[config.mk]
export PLATFORM = sky130hd
export DESIGN_NAME = result_uart_tx
export DESIGN_NICKNAME = d
export VERILOG_FILES = /design/src/rtl/result_uart_tx.sv
export SDC_FILE = /design/constraint.sdc
export NUM_CORES = 1
export LEC_CHECK = 0
export ABC_CLOCK_PERIOD_IN_PS = 4300
export BUFFER_PORTS_ARGS = -buffer_cell sky130_fd_sc_hd__buf_2
export CORE_MARGIN = 5
export CORE_UTILIZATION = 40
export CTS_CLUSTER_DIAMETER = 30
export CTS_CLUSTER_SIZE = 20
export DETAILED_ROUTE_END_ITERATION = 10
export PLACE_DENSITY_LB_ADDON = 0.15
export REMOVE_ABC_BUFFERS = 1
export SKIP_LAST_GASP = 1
export SLEW_MARGIN = 20
export SYNTH_ARGS = -nofsm -noshare
export SYNTH_HDL_FRONTEND = slang
export SYNTH_SLANG_ARGS = --single-unit
[constraint.sdc]
create_clock -name FPGAClock -period 4.3 [get_ports FPGAClock]
set_input_delay 0.43 -clock FPGAClock [delete_from_list [all_inputs] [get_ports FPGAClock]]
set_output_delay 0.43 -clock FPGAClock [all_outputs]
set_load 0.02 [all_outputs]
[src/rtl/result_uart_tx.sv]
// result_uart_tx
// Samples the physics core's 8-bit RESULT bus on each SampleTick strobe and
// queues the captured bytes in a 4-entry FIFO. With CHANGE_ONLY set, only
// values that differ from the last queued one are captured. Queued bytes are
// sent as 8N1 UART frames (start bit, 8 data bits LSB first, stop bit) on TxD.
//
// Parameters:
//   BAUD_DIV    - clock cycles per UART bit, legal range 2..4095
//   CHANGE_ONLY - 1: capture only changed values, 0: capture every tick
// Ports:
//   FPGAClock  in   system clock, rising edge
//   Reset      in   synchronous active-high reset
//   RESULT     in   [7:0] raw core result
//   SampleTick in   one-cycle sample strobe
//   Enable     in   capture enable; queued frames still drain when low
//   TxD        out  UART line, idle high, registered
//   Busy       out  transmitter not idle
//   FifoCount  out  [2:0] occupied FIFO entries, 0..4
//   Overflow   out  sticky dropped-push flag, cleared only by Reset
module result_uart_tx #(
    parameter int BAUD_DIV    = 87,
    parameter bit CHANGE_ONLY = 1'b1
) (
    input  logic       FPGAClock,
    input  logic       Reset,
    input  logic [7:0] RESULT,
    input  logic       SampleTick,
    input  logic       Enable,
    output logic       TxD,
    output logic       Busy,
    output logic [2:0] FifoCount,
    output logic       Overflow
);

    localparam logic [11:0] BAUD_RELOAD = 12'(BAUD_DIV - 1);

    typedef enum logic [1:0] {
        IDLE  = 2'd0,
        START = 2'd1,
        DATA  = 2'd2,
        STOP  = 2'd3
    } tx_state_t;

    tx_state_t   state_reg, state_next;
    logic [11:0] baud_cnt_reg, baud_cnt_next;
    logic [2:0]  bit_idx_reg, bit_idx_next;
    logic [7:0]  shift_reg, shift_next;
    logic        txd_reg, txd_next;

    logic [7:0]  fifo_mem [4];
    logic [1:0]  wr_ptr_reg, rd_ptr_reg;
    logic [2:0]  count_reg, count_next;
    logic        overflow_reg;
    logic        first_reg;
    logic [7:0]  last_reg;

    logic        pop;
    logic        capture;
    logic        push;
    logic        drop;
    logic [7:0]  head;

    // The head is read combinationally: a pop must load the shift register in
    // the same cycle so back-to-back frames have no gap after the stop bit.
    assign head = fifo_mem[rd_ptr_reg];

    // ------------------------------------------------------------------
    // Capture / push decision
    // ------------------------------------------------------------------
    always_comb begin
        capture = SampleTick & Enable &
                  (~CHANGE_ONLY | first_reg | (RESULT != last_reg));
        // A full FIFO still accepts when the transmitter pops this cycle.
        push    = capture & ((count_reg != 3'd4) | pop);
        drop    = capture & ~push;
    end

    always_comb begin
        count_next = count_reg;
        case ({push, pop})
            2'b10:   count_next = count_reg + 3'd1;
            2'b01:   count_next = count_reg - 3'd1;
            default: count_next = count_reg;
        endcase
    end

    // ------------------------------------------------------------------
    // Transmit FSM, next-state and outputs
    // ------------------------------------------------------------------
    always_comb begin
        state_next    = state_reg;
        baud_cnt_next = baud_cnt_reg - 12'd1;
        bit_idx_next  = bit_idx_reg;
        shift_next    = shift_reg;
        txd_next      = txd_reg;
        pop           = 1'b0;

        case (state_reg)
            IDLE: begin
                txd_next      = 1'b1;
                baud_cnt_next = BAUD_RELOAD;
                if (count_reg != 3'd0) begin
                    pop        = 1'b1;
                    shift_next = head;
                    state_next = START;
                    txd_next   = 1'b0;
                end
            end
            START: begin
                if (baud_cnt_reg == 12'd0) begin
                    state_next    = DATA;
                    baud_cnt_next = BAUD_RELOAD;
                    bit_idx_next  = 3'd0;
                    txd_next      = shift_reg[0];
                end
            end
            DATA: begin
                if (baud_cnt_reg == 12'd0) begin
                    baud_cnt_next = BAUD_RELOAD;
                    if (bit_idx_reg == 3'd7) begin
                        state_next = STOP;
                        txd_next   = 1'b1;
                    end else begin
                        // Shift so the bit on the line is always shift_reg[0].
                        bit_idx_next = bit_idx_reg + 3'd1;
                        shift_next   = {1'b0, shift_reg[7:1]};
                        txd_next     = shift_reg[1];
                    end
                end
            end
            STOP: begin
                if (baud_cnt_reg == 12'd0) begin
                    baud_cnt_next = BAUD_RELOAD;
                    if (count_reg != 3'd0) begin
                        pop        = 1'b1;
                        shift_next = head;
                        state_next = START;
                        txd_next   = 1'b0;
                    end else begin
                        state_next = IDLE;
                        txd_next   = 1'b1;
                    end
                end
            end
            default: begin
                state_next = IDLE;
                txd_next   = 1'b1;
            end
        endcase
    end

    // ------------------------------------------------------------------
    // State registers
    // ------------------------------------------------------------------
    always_ff @(posedge FPGAClock) begin
        if (Reset) begin
            state_reg    <= IDLE;
            baud_cnt_reg <= BAUD_RELOAD;
            bit_idx_reg  <= 3'd0;
            shift_reg    <= 8'd0;
            txd_reg      <= 1'b1;
        end else begin
            state_reg    <= state_next;
            baud_cnt_reg <= baud_cnt_next;
            bit_idx_reg  <= bit_idx_next;
            shift_reg    <= shift_next;
            txd_reg      <= txd_next;
        end
    end

    always_ff @(posedge FPGAClock) begin
        if (Reset) begin
            wr_ptr_reg   <= 2'd0;
            rd_ptr_reg   <= 2'd0;
            count_reg    <= 3'd0;
            overflow_reg <= 1'b0;
            first_reg    <= 1'b1;
            last_reg     <= 8'd0;
        end else begin
            count_reg <= count_next;
            if (push) begin
                wr_ptr_reg <= wr_ptr_reg + 2'd1;
                first_reg  <= 1'b0;
                last_reg   <= RESULT;
            end
            if (pop) begin
                rd_ptr_reg <= rd_ptr_reg + 2'd1;
            end
            if (drop) begin
                overflow_reg <= 1'b1;
            end
        end
    end

    // Storage needs no reset; occupancy is tracked by the pointers and count.
    always_ff @(posedge FPGAClock) begin
        if (push) begin
            fifo_mem[wr_ptr_reg] <= RESULT;
        end
    end

    assign TxD       = txd_reg;
    assign Busy      = (state_reg != IDLE);
    assign FifoCount = count_reg;
    assign Overflow  = overflow_reg;

endmodule

---- Word level (Yosys, flattened, before mapping) ----
Memory sizes are Yosys's and may differ from the RTL's. A register that Yosys moved wholly into a read port is not among the register bits.
Index checks and enable logic that the tools add are counted.
cells by class
  add/subtract/negate cells ............... 6
  eq/ne operators ......................... 14
  mux-type cells .......................... 32
  bitwise logic cells ..................... 7
  reductions and logical operators ........ 12
operators by type and width
  operator                                                               number
  8-bit 2-to-1 mux                                                       4
  12-bit one-hot mux with 2 select lines                                 1
  8-bit one-hot mux with 3 select lines                                  1
  2-bit 2-to-1 mux                                                       7
  12-bit zero test                                                       1
  12-bit 2-to-1 mux                                                      1
  2-bit inequality test (second input constant)                          6
  3-bit one-hot mux with 2 select lines                                  2
  12-bit by 1-bit subtractor with 12-bit output (second input constant)  1
  1-bit 2-to-1 mux                                                       10
  3-bit 2-to-1 mux                                                       3
  8-bit inequality test                                                  1
  2-bit one-hot mux with 4 select lines                                  1
  4-bit AND reduction                                                    2
  3-bit by 1-bit adder with 3-bit output (second input constant)         2
  2-bit == test (second input constant)                                  3
  2-bit nonzero test                                                     3
  3-bit nonzero test                                                     2
  5-bit AND reduction                                                    1
  2-bit by 1-bit adder with 2-bit output (second input constant)         2
  1-bit AND                                                              4
  2-bit by 1-bit == test with 1-bit output (second input constant)       2
  1-bit one-hot mux with 4 select lines                                  1
  3-bit == test (second input constant)                                  1
  other kinds (8)                                                        9
storage, ports and cells
  flip-flop bits (word level) ............. 43
  bits in writable memories ............... 32
  output and inout bits ................... 6
  word-level logic and storage cells ...... 83
  memories kept ........................... 1
memories
  memory    words  bits a word  rd ports  clocked after Yosys merged registers in  wr ports  line  RTL
  fifo_mem  4      8            1         1                                        1         50    logic [7:0] fifo_mem [4];

---- Longest topological paths before layout ----
Gate-level depths: netlist of run 1.
  depth in word-level cells ............... 8
  mapped depth ............................ 11
  gate-level depth less buffers ........... 11

---- Worst setup path after synthesis of run 1 ----
No wires, ideal clock.
  path kind ............................... flip-flop to flip-flop
  from .................................... register baud_cnt_reg[0]
  to ...................................... register count_reg[2] (netlist: FifoCount[2])
  setup time .............................. 123 ps
  data arrival time ....................... 2908 ps
  path slack .............................. 1269 ps
  stages on the path, launching flop included .. 12
  path through ............................ dfxtp_1 inv_1 ha_1 or4bb_1 or4_4 a21oi_2 nand2_1 fa_1 or2_2 a211oi_1 mux2i_1 mux2_1
between the ends
  longest elaborated chain between the ends .. 7
  elaborated cells between the ends (all ways) .. 9
RTL lines
  element                                                                             line  RTL
  from (decl)                                                                         45    logic [11:0] baud_cnt_reg, baud_cnt_next;
  from (signal assigned)                                                              164   baud_cnt_reg <= baud_cnt_next;
  12-bit zero test (*)                                                                132   if (baud_cnt_reg == 12'd0) begin
  1-bit 2-to-1 mux (*)                                                                132
  1-bit one-hot mux with 2 select lines (*)                                           98    case (state_reg)
  1-bit OR                                                                            74    push = capture & ((count_reg != 3'd4) | pop);
  1-bit AND                                                                           74
  2-bit by 1-bit == test with 1-bit output / 2-bit == test (equally long branches)    80    case ({push, pop})
  3-bit one-hot mux with 2 select lines / 2-bit nonzero test (equally long branches)  n/a
  to (signal assigned)                                                                180   count_reg <= count_next;
  to (decl)                                                                           52    logic [2:0] count_reg, count_next;
Every way passes the cells marked *; elsewhere a longest branch is shown, timed or not.
A chain may end at the register's enable or synchronous reset.

---- Final worst setup path of run 1 ----
  from .................................... register state_reg[0]
  to ...................................... register count_reg[2] (netlist: FifoCount[2])
between the ends
  longest elaborated chain between the ends .. 6
  elaborated cells between the ends (all ways) .. 9
RTL lines
  element                                                                             line  RTL
  from (decl)                                                                         44    tx_state_t state_reg, state_next;
  from (signal assigned)                                                              163   state_reg <= state_next;
  2-bit == test / 2-bit zero test (equally long branches)                             98
  1-bit one-hot mux with 2 select lines (*)                                           98
  1-bit OR                                                                            74
  1-bit AND                                                                           74
  2-bit by 1-bit == test with 1-bit output / 2-bit == test (equally long branches)    80
  3-bit one-hot mux with 2 select lines / 2-bit nonzero test (equally long branches)  n/a
Marked as above.

==> impl_metrics.ini, run 1 <==
[outcome]
status = finished, final reports clean

[drt]
drc = 0
via_per_inst = 5.22
wire_per_inst_microns = 15.5
drt_iter0_markers = 103
vias = 2291
postRouteAntennaNets = 0
drtPass1Iterations = 4
wl_mm = 6.79

[final_layout]
post-route-util = 0.451
final_cell_mix = dfxtp_1, edfxtp_1, nor2_1
syn_to_final_growth_pct = 10.7
final_cells = 439
antennaDiodeCount = 0
nNetsFinal = 353
stdcell_area_sq_um = 3900
largest_reg_flops = 32
fillers = 822
final_common_cell = dfxtp_1
drive_above_1_share = 0.166

[yosys]
synth_edf_count = 32
synth_top_area_share = 0.273
syn_inst = 310
yosysSeqAreaShare = 0.528
yosysWarnings = 0
synth_area_leaders = edfxtp_1, dfxtp_1, mux4_2, ha_1, xnor2_1
synthArstFlopShare = 0
ys_types = 46
synth_top_area_cell = edfxtp_1
ys_ff_latch = 77
syn_area_per_cell_sq_um = 11.4
syn_area_sq_um = 3520
synth_top_flop_cell = dfxtp_1

[critical_path]
slowest_delay_ps = 470
path_cells = ha_1 -> or4bb_1 -> or4_4 -> a21oi_2 -> nand2_1 -> fa_1 -> or2_2 -> a211oi_1 -> mux2i_1 -> mux2_1
cp-end-kind = flip-flop
worstPathRequired_ps = 4540
crit_slowest_cell = or4_4
critPathKind = reg -> reg
crit_fanout = 5
cp.arrival_ps = 3480
critPathLaunchType = flip-flop

[clock_network]
cts_tree = built
cts_resized = 0
cts_max_level = 3
clock_latency_ps = 350
cts.sinks = 77
cts_max_path_buffers = 2
path_clk_slew_ps = 90
hold_buffers = 0
postCtsSetupBuffers = 0
cts_root_buf = clkbuf_8
cts_inserted_buffers = 9

[power]
p_per_area_nw_per_um2 = 550
p_leak_nw = 1.35
ir_drop_v = 0.000198
finalPower_mw = 2.14

[place]
postPlaceCellArea_sq_um = 3700
gp_congestion = 0.761
port_buffers = 17
dp_slack_ps = 1070
dp_cells = 423
post-dp-hpwl_mm = 4.73

[floorplanning]
die_area_sq_um = 10800
pin_count = 18
core_area_sq_um = 8640
fp.dieW_microns = 104
die_h_microns = 104
initial_utilization = 0.408
rows = 34

[timing]
worst_pin_slew_ps = 718
hold_viol_final = 0
drv_slew = 0
fin_crit_sh = 0.753
setup_violations = 0
holdWs_ps = 343
setup_slack_ps = 1060
rsz0062_at_grt = false
final.min_clock_period_ps = 3240
setup_tns_ps = 0
relSlewSlack = 0.521
max_clock_freq_ghz = 0.309
finClkSkew_ps = 14.1

[global_routing]
grt_max_degree = 37
grt_pass1_vias = 2314
grt_pass1_wl_mm = 11.6
grt_usage = 0.133
antenna_found_initial = 0
overflow = 0

[run]
max-cap-violations = 0

[min_path]
hp-class = in -> reg
==> cell type report <==
cell class	instances	area (sq um)	share of cell area
sequential	77	1860	0.478
multi-input combinational	205	1550	0.397
tap	108	135	0.0347
clock buffer	9	124	0.0318
timing repair buffer	20	108	0.0276
clock inverter	7	73.8	0.0189
inverter	13	48.8	0.0125
==> kinds of logic after synthesis <==
family | Yosys count | synth area share
flip-flops | 77 | 0.528
XOR/XNOR | 18 | 0.0447
adder cells (fa/ha/maj) | 15 | 0.0554
AND/OR/NAND/NOR | 94 | 0.143
buffers and inverters | 28 | 0.0323
AO/OA/AOI/OAI | 57 | 0.108
multiplexers | 21 | 0.0888
==> cell usage after synthesis, types with 2 or more instances <==
cell      count
nor3b_1       2
xnor2_1      15
nand4_1       3
nand3_1      14
nor2_1       29
edfxtp_1     32
or4_4         2
buf_4         2
nor2b_1       3
or2_2         3
mux4_2        8
mux2i_1      11
nor3_1       11
inv_1        13
o21ai_0      14
a211oi_1     13
and3_1        4
nand2b_1      3
ha_1         14
a21oi_1      18
xor2_1        3
nand2_1      10
clkbuf_1     12
dfxtp_1      45
or3_1         3
mux2_1        2
a211o_1       2
==> routing by layer <==
metal,GRT usage,vias to the layer above,part of all wire
met5,0,-,0
met2,0.216,26,0.48
met4,0.0444,0,0.012
met3,0.0348,9,0.030
met1,0.174,1092,0.48
li1,-,1164,-
==> worst paths after layout <==
path / start / endpoint / slack, ps / depth (start not counted)
worst max-delay path: state_reg[0]$_SDFFE_PP0P_ / FifoCount[2]$_SDFFE_PP0P_ / 1060 / 10
worst min-delay path: RESULT[2] / fifo_mem[2][2]$_DFFE_PP_ / 340 / 1
worst max register to register: state_reg[0]$_SDFFE_PP0P_ / FifoCount[2]$_SDFFE_PP0P_ / 1060 / 10
worst min register to register: bit_idx_reg[2]$_SDFFE_PP0P_ / bit_idx_reg[2]$_SDFFE_PP0P_ / 460 / 2
==> worst max-delay path: cells and delay by family, from the launching register on <==
kind | cells | cell delay (ps)
and+or+nand+nor | 4 | 1270
muxes | 2 | 420
DFF | 1 | 410
adders and majority gates | 2 | 630
AOI/OAI and AO/OA | 2 | 410
==> power by group <==
group | internal [mW] | total [mW] | switching, mW | leakage [nW]
sequential | 0.843 | 0.915 | 0.0716 | 0.658
combinational | 0.289 | 0.684 | 0.395 | 0.606
clock | 0.269 | 0.545 | 0.276 | 0.0879
total | 1.40 | 2.14 | 0.743 | 1.35
No activity file was read; power rests on OpenSTA's default activity.
==> run 2: changes to the inputs <==
--- a/config.mk
+++ b/config.mk
@@ -5,7 +5,7 @@
 export SDC_FILE = /design/constraint.sdc
 export NUM_CORES = 1
 export LEC_CHECK = 0
-export ABC_CLOCK_PERIOD_IN_PS = 4300
+export ABC_CLOCK_PERIOD_IN_PS = 3200
 export BUFFER_PORTS_ARGS = -buffer_cell sky130_fd_sc_hd__buf_2
 export CORE_MARGIN = 5
 export CORE_UTILIZATION = 40
==> constraint.sdc (replaced) <==
create_clock -name FPGAClock -period 3.2 [get_ports FPGAClock]
set_input_delay 0.32 -clock FPGAClock [delete_from_list [all_inputs] [get_ports FPGAClock]]
set_output_delay 0.32 -clock FPGAClock [all_outputs]
set_load 0.02 [all_outputs]
==> impl_metrics.ini, run 2 (same netlist as run 1, synthesis figures left out) <==
[clock_network]
cts_tree = built
clock_latency_ps = 340
cts.sinks = 77
cts_max_level = 3
path_clk_slew_ps = 80
hold_buffers = 0
cts_root_buf = clkbuf_8
cts_max_path_buffers = 2
cts_inserted_buffers = 9

[floorplanning]
pin_count = 18
initial_utilization = 0.408
die_h_microns = 104
die_area_sq_um = 10800
core_area_sq_um = 8640
fp.dieW_microns = 104
rows = 34

[timing]
rsz0062_at_grt = false
setup_tns_ps = 0
finClkSkew_ps = 14.6
max_clock_freq_ghz = 0.324
setup_slack_ps = 113
drv_slew = 0
final.min_clock_period_ps = 3090
hold_viol_final = 0
relSlewSlack = 0.525
worst_pin_slew_ps = 712
setup_violations = 0
fin_crit_sh = 0.965

[critical_path]
cp_num_cells = 10
worstPathRequired_ps = 3440
critPathTopFamily = simple AND/OR/NAND/NOR gates
slowest_delay_ps = 560
crit_fanout = 5
r2r-end = FifoCount[2]$_SDFFE_PP0P_
endpoint = FifoCount[2]$_SDFFE_PP0P_
path_buf_inv = 0
cp-end-kind = flip-flop
path_cells = ha_4 -> or4bb_1 -> or4_4 -> a21oi_4 -> nand2_2 -> fa_2 -> or2_4 -> a211oi_2 -> mux2i_1 -> mux2_1
reg2reg_depth = 10
critPathLaunchType = flip-flop
critPathKind = reg -> reg
crit_start = state_reg[1]$_SDFFE_PP0P_
ff2ff_setup_slack_ps = 110
r2r_start = state_reg[1]$_SDFFE_PP0P_
cp.arrival_ps = 3320
crit_slowest_cell = or4_4

[power]
p_leak_nw = 1.40
p_per_area_nw_per_um2 = 739
finalPower_mw = 2.96
ir_drop_v = 0.000289

[final_layout]
antennaDiodeCount = 0
final_common_cell = dfxtp_1
nNetsFinal = 362
post-route-util = 0.464
final_cell_mix = dfxtp_1, edfxtp_1, nor2_1
stdcell_area_sq_um = 4010
largest_reg_flops = 32
drive_above_1_share = 0.215
syn_to_final_growth_pct = 13.7

[place]
dp_slack_ps = 33.6
postPlaceCellArea_sq_um = 3750
port_buffers = 17
post-dp-hpwl_mm = 4.79
gp_congestion = 0.786

[drt]
drt_iter0_markers = 71
wl_mm = 6.82
drc = 0
postRouteAntennaNets = 0
wire_per_inst_microns = 15.2
via_per_inst = 5.25
drtPass1Iterations = 4
vias = 2353

[min_path]
hp-class = in -> reg

[global_routing]
grt_pass1_vias = 2341
grt_pass1_wl_mm = 11.6
grt_usage = 0.132
overflow = 0
grt_max_degree = 37
antenna_found_initial = 0

[outcome]
status = finished, final reports clean

[run]
max-cap-violations = 0
-- run 2: per-stage QoR --
step	cells	hold WS, ps
after global placement	429	443
final	448	236
after detailed placement	429	450
after CTS	445	231
after global routing	448	237
after floorplan	295	389
-- run 2: worst min path at each step --
| stage | depth (start not counted) | startpoint | end |
|---|---|---|---|
| floorplan | 1 | Reset | bit_idx_reg[0]$_SDFFE_PP0P_ |
| global placement | 1 | baud_cnt_reg[0]$_SDFF_PP0_ | baud_cnt_reg[0]$_SDFF_PP0_ |
| detailed placement | 1 | baud_cnt_reg[0]$_SDFF_PP0_ | baud_cnt_reg[0]$_SDFF_PP0_ |
| CTS | 1 | RESULT[5] | fifo_mem[2][5]$_DFFE_PP_ |
| global route | 1 | RESULT[5] | fifo_mem[2][5]$_DFFE_PP_ |
| finish | 1 | RESULT[5] | fifo_mem[2][5]$_DFFE_PP_ |
-- run 2: layout make-up --
| class | count | area (sq um) |
|---|---|---|
| inverter | 13 | 48.8 |
| sequential | 77 | 1870 |
| fill | 818 | 4630 |
| clock inverter | 6 | 65.1 |
| tap | 108 | 135 |
| timing repair buffer | 29 | 175 |
| multi-input combinational | 205 | 1580 |
| clock buffer | 10 | 128 |
-- run 2: per-layer routing --
metal | share of wire | GRT usage | vias up
li1 | - | - | 1183
met1 | 0.49 | 0.180 | 1134
met2 | 0.47 | 0.207 | 28
met3 | 0.028 | 0.0217 | 8
met4 | 0.013 | 0.0555 | 0
met5 | 0 | 0 | -
-- run 2: report_power, final --
group | switching [mW] | leakage [nW] | internal [mW] | total (mW)
clock | 0.354 | 0.0962 | 0.361 | 0.715
sequential | 0.0997 | 0.660 | 1.14 | 1.24
combinational | 0.559 | 0.649 | 0.445 | 1.00
-- run 2: repair_timing --
item                       4_1_cts  5_1_grt
setup endpoints to repair        0        2
gates resized for setup          0       15
hold endpoints to repair         0        0
buffers inserted                 0        3
==> run 3: changes to the inputs <==
--- a/config.mk
+++ b/config.mk
@@ -9,6 +9,7 @@
 export BUFFER_PORTS_ARGS = -buffer_cell sky130_fd_sc_hd__buf_2
 export CORE_MARGIN = 5
 export CORE_UTILIZATION = 40
+export CTS_BUF_LIST = sky130_fd_sc_hd__clkbuf_16
 export CTS_CLUSTER_DIAMETER = 30
 export CTS_CLUSTER_SIZE = 20
 export DETAILED_ROUTE_END_ITERATION = 10
==> impl_metrics.ini, run 3 (same netlist as run 1, synthesis figures left out) <==
[critical_path]
path_buf_inv = 0
critPathLaunchType = flip-flop
worstPathRequired_ps = 3410
critPathTopFamily = simple AND/OR/NAND/NOR gates
cp.arrival_ps = 3300
critPathKind = reg -> reg
cp-end-kind = flip-flop
path_cells = ha_4 -> or4bb_1 -> or4_4 -> a21oi_4 -> nand2_2 -> fa_2 -> or2_4 -> a211oi_2 -> mux2i_1 -> mux2_1
crit_fanout = 5
reg2reg_depth = 10
slowest_delay_ps = 560
crit_slowest_cell = or4_4
cp_num_cells = 10

[min_path]
hold_depth = 1
hp-class = in -> reg

[timing]
fin_crit_sh = 0.964
setup_tns_ps = 0
setup_violations = 0
rsz0062_at_grt = false
finClkSkew_ps = 9.15
max_clock_freq_ghz = 0.324
worst_pin_slew_ps = 703
final.min_clock_period_ps = 3080
drv_slew = 0
hold_viol_final = 0
setup_slack_ps = 116
relSlewSlack = 0.532

[drt]
wire_per_inst_microns = 15.3
postRouteAntennaNets = 0
wl_mm = 6.86
drtPass1Iterations = 4
vias = 2360
via_per_inst = 5.27
drt_iter0_markers = 75
drc = 0

[floorplanning]
die_area_sq_um = 10800
fp.dieW_microns = 104
rows = 34
initial_utilization = 0.408
pin_count = 18
die_h_microns = 104
core_area_sq_um = 8640

[place]
dp_slack_ps = 33.6
port_buffers = 17
gp_congestion = 0.786
post-dp-hpwl_mm = 4.79

[global_routing]
grt_pass1_vias = 2338
antenna_found_initial = 0
grt_usage = 0.133
grt_max_degree = 37
overflow = 0
grt_pass1_wl_mm = 11.7

[clock_network]
cts_tree = built
cts_root_buf = clkbuf_16
cts_inserted_buffers = 9
cts.sinks = 77
cts_max_level = 3
clock_latency_ps = 330
path_clk_slew_ps = 60
cts_max_path_buffers = 2
hold_buffers = 0

[power]
p_per_area_nw_per_um2 = 787
ir_drop_v = 0.000342
p_leak_nw = 1.46

[final_layout]
syn_to_final_growth_pct = 16.5
largest_reg_flops = 32
antennaDiodeCount = 0
drive_above_1_share = 0.215
nNetsFinal = 362
final_common_cell = dfxtp_1
final_cell_mix = dfxtp_1, edfxtp_1, nor2_1

[outcome]
status = finished, final reports clean

[run]
max-cap-violations = 0
-- run 3: cell count changes in the layout (fill, tap and decap cells not counted), sizes merged --
cell / delta
clkbuf: -1
inv: +1
-- run 3: layout make-up --
type / count / area [sq um]
Timing Repair Buffer: 29 / 175
Clock buffer: 9 / 225
Sequential cell: 77 / 1870
Fill cell: 807 / 4530
Inverter: 13 / 48.8
Multi-Input combinational cell: 205 / 1580
Clock inverter: 7 / 68.8
Tap cell: 108 / 135
-- run 3: per-stage QoR --
| step | utilization | instances | hold WS (ps) | power, mW | area [sq um] |
|---|---|---|---|---|---|
| 2_1_floorplan | - | 295 | 389 | 1.95 | 3460 |
| 6_report | 0.476 | 448 | 256 | 3.23 | 4110 |
| 3_3_place_gp | 0.434 | 429 | 443 | 2.20 | 3750 |
| 3_5_place_dp | 0.434 | 429 | 450 | 2.22 | 3750 |
| 5_1_grt | 0.476 | 448 | 264 | 3.46 | 4110 |
| 4_1_cts | 0.468 | 445 | 255 | 3.22 | 4040 |
-- run 3: per-layer routing --
metal,wire length [microns],global-route usage,vias up
met3,175,0.0236,8
li1,-,-,1186
met1,3340,0.183,1140
met5,0,0,-
met2,3250,0.208,26
met4,97,0.0555,0
-- run 3: final timing paths --
kind	start	end	slack (ps)
setup reg to reg	state_reg[1]$_SDFFE_PP0P_	FifoCount[2]$_SDFFE_PP0P_	120
hold / removal	RESULT[5]	fifo_mem[2][5]$_DFFE_PP_	260
setup / recovery	state_reg[1]$_SDFFE_PP0P_	FifoCount[2]$_SDFFE_PP0P_	120
hold reg to reg	baud_cnt_reg[0]$_SDFF_PP0_	baud_cnt_reg[0]$_SDFF_PP0_	440
-- run 3: power breakdown --
group / switching [mW] / leakage, nW / total (mW) / internal (mW)
clock: 0.385 / 0.147 / 0.985 / 0.600
sequential: 0.0986 / 0.660 / 1.24 / 1.14
combinational: 0.558 / 0.649 / 1.00 / 0.445
total: 1.04 / 1.46 / 3.23 / 2.19
-- run 3: timing repair --
item	in CTS	in global routing
buffers inserted	0	3
gates resized for setup	0	15
endpoints found under the hold margin	0	0
endpoints found under the setup margin	0	2
-- run 3: worst reg2reg max path: stages, from the launching register on --
cell and delay (ps):
dfxtp_4 370, ha_4 120, or4bb_1 470, or4_4 560, a21oi_4 150, nand2_2 70
fa_2 370, or2_4 250, a211oi_2 190, mux2i_1 100, mux2_1 310
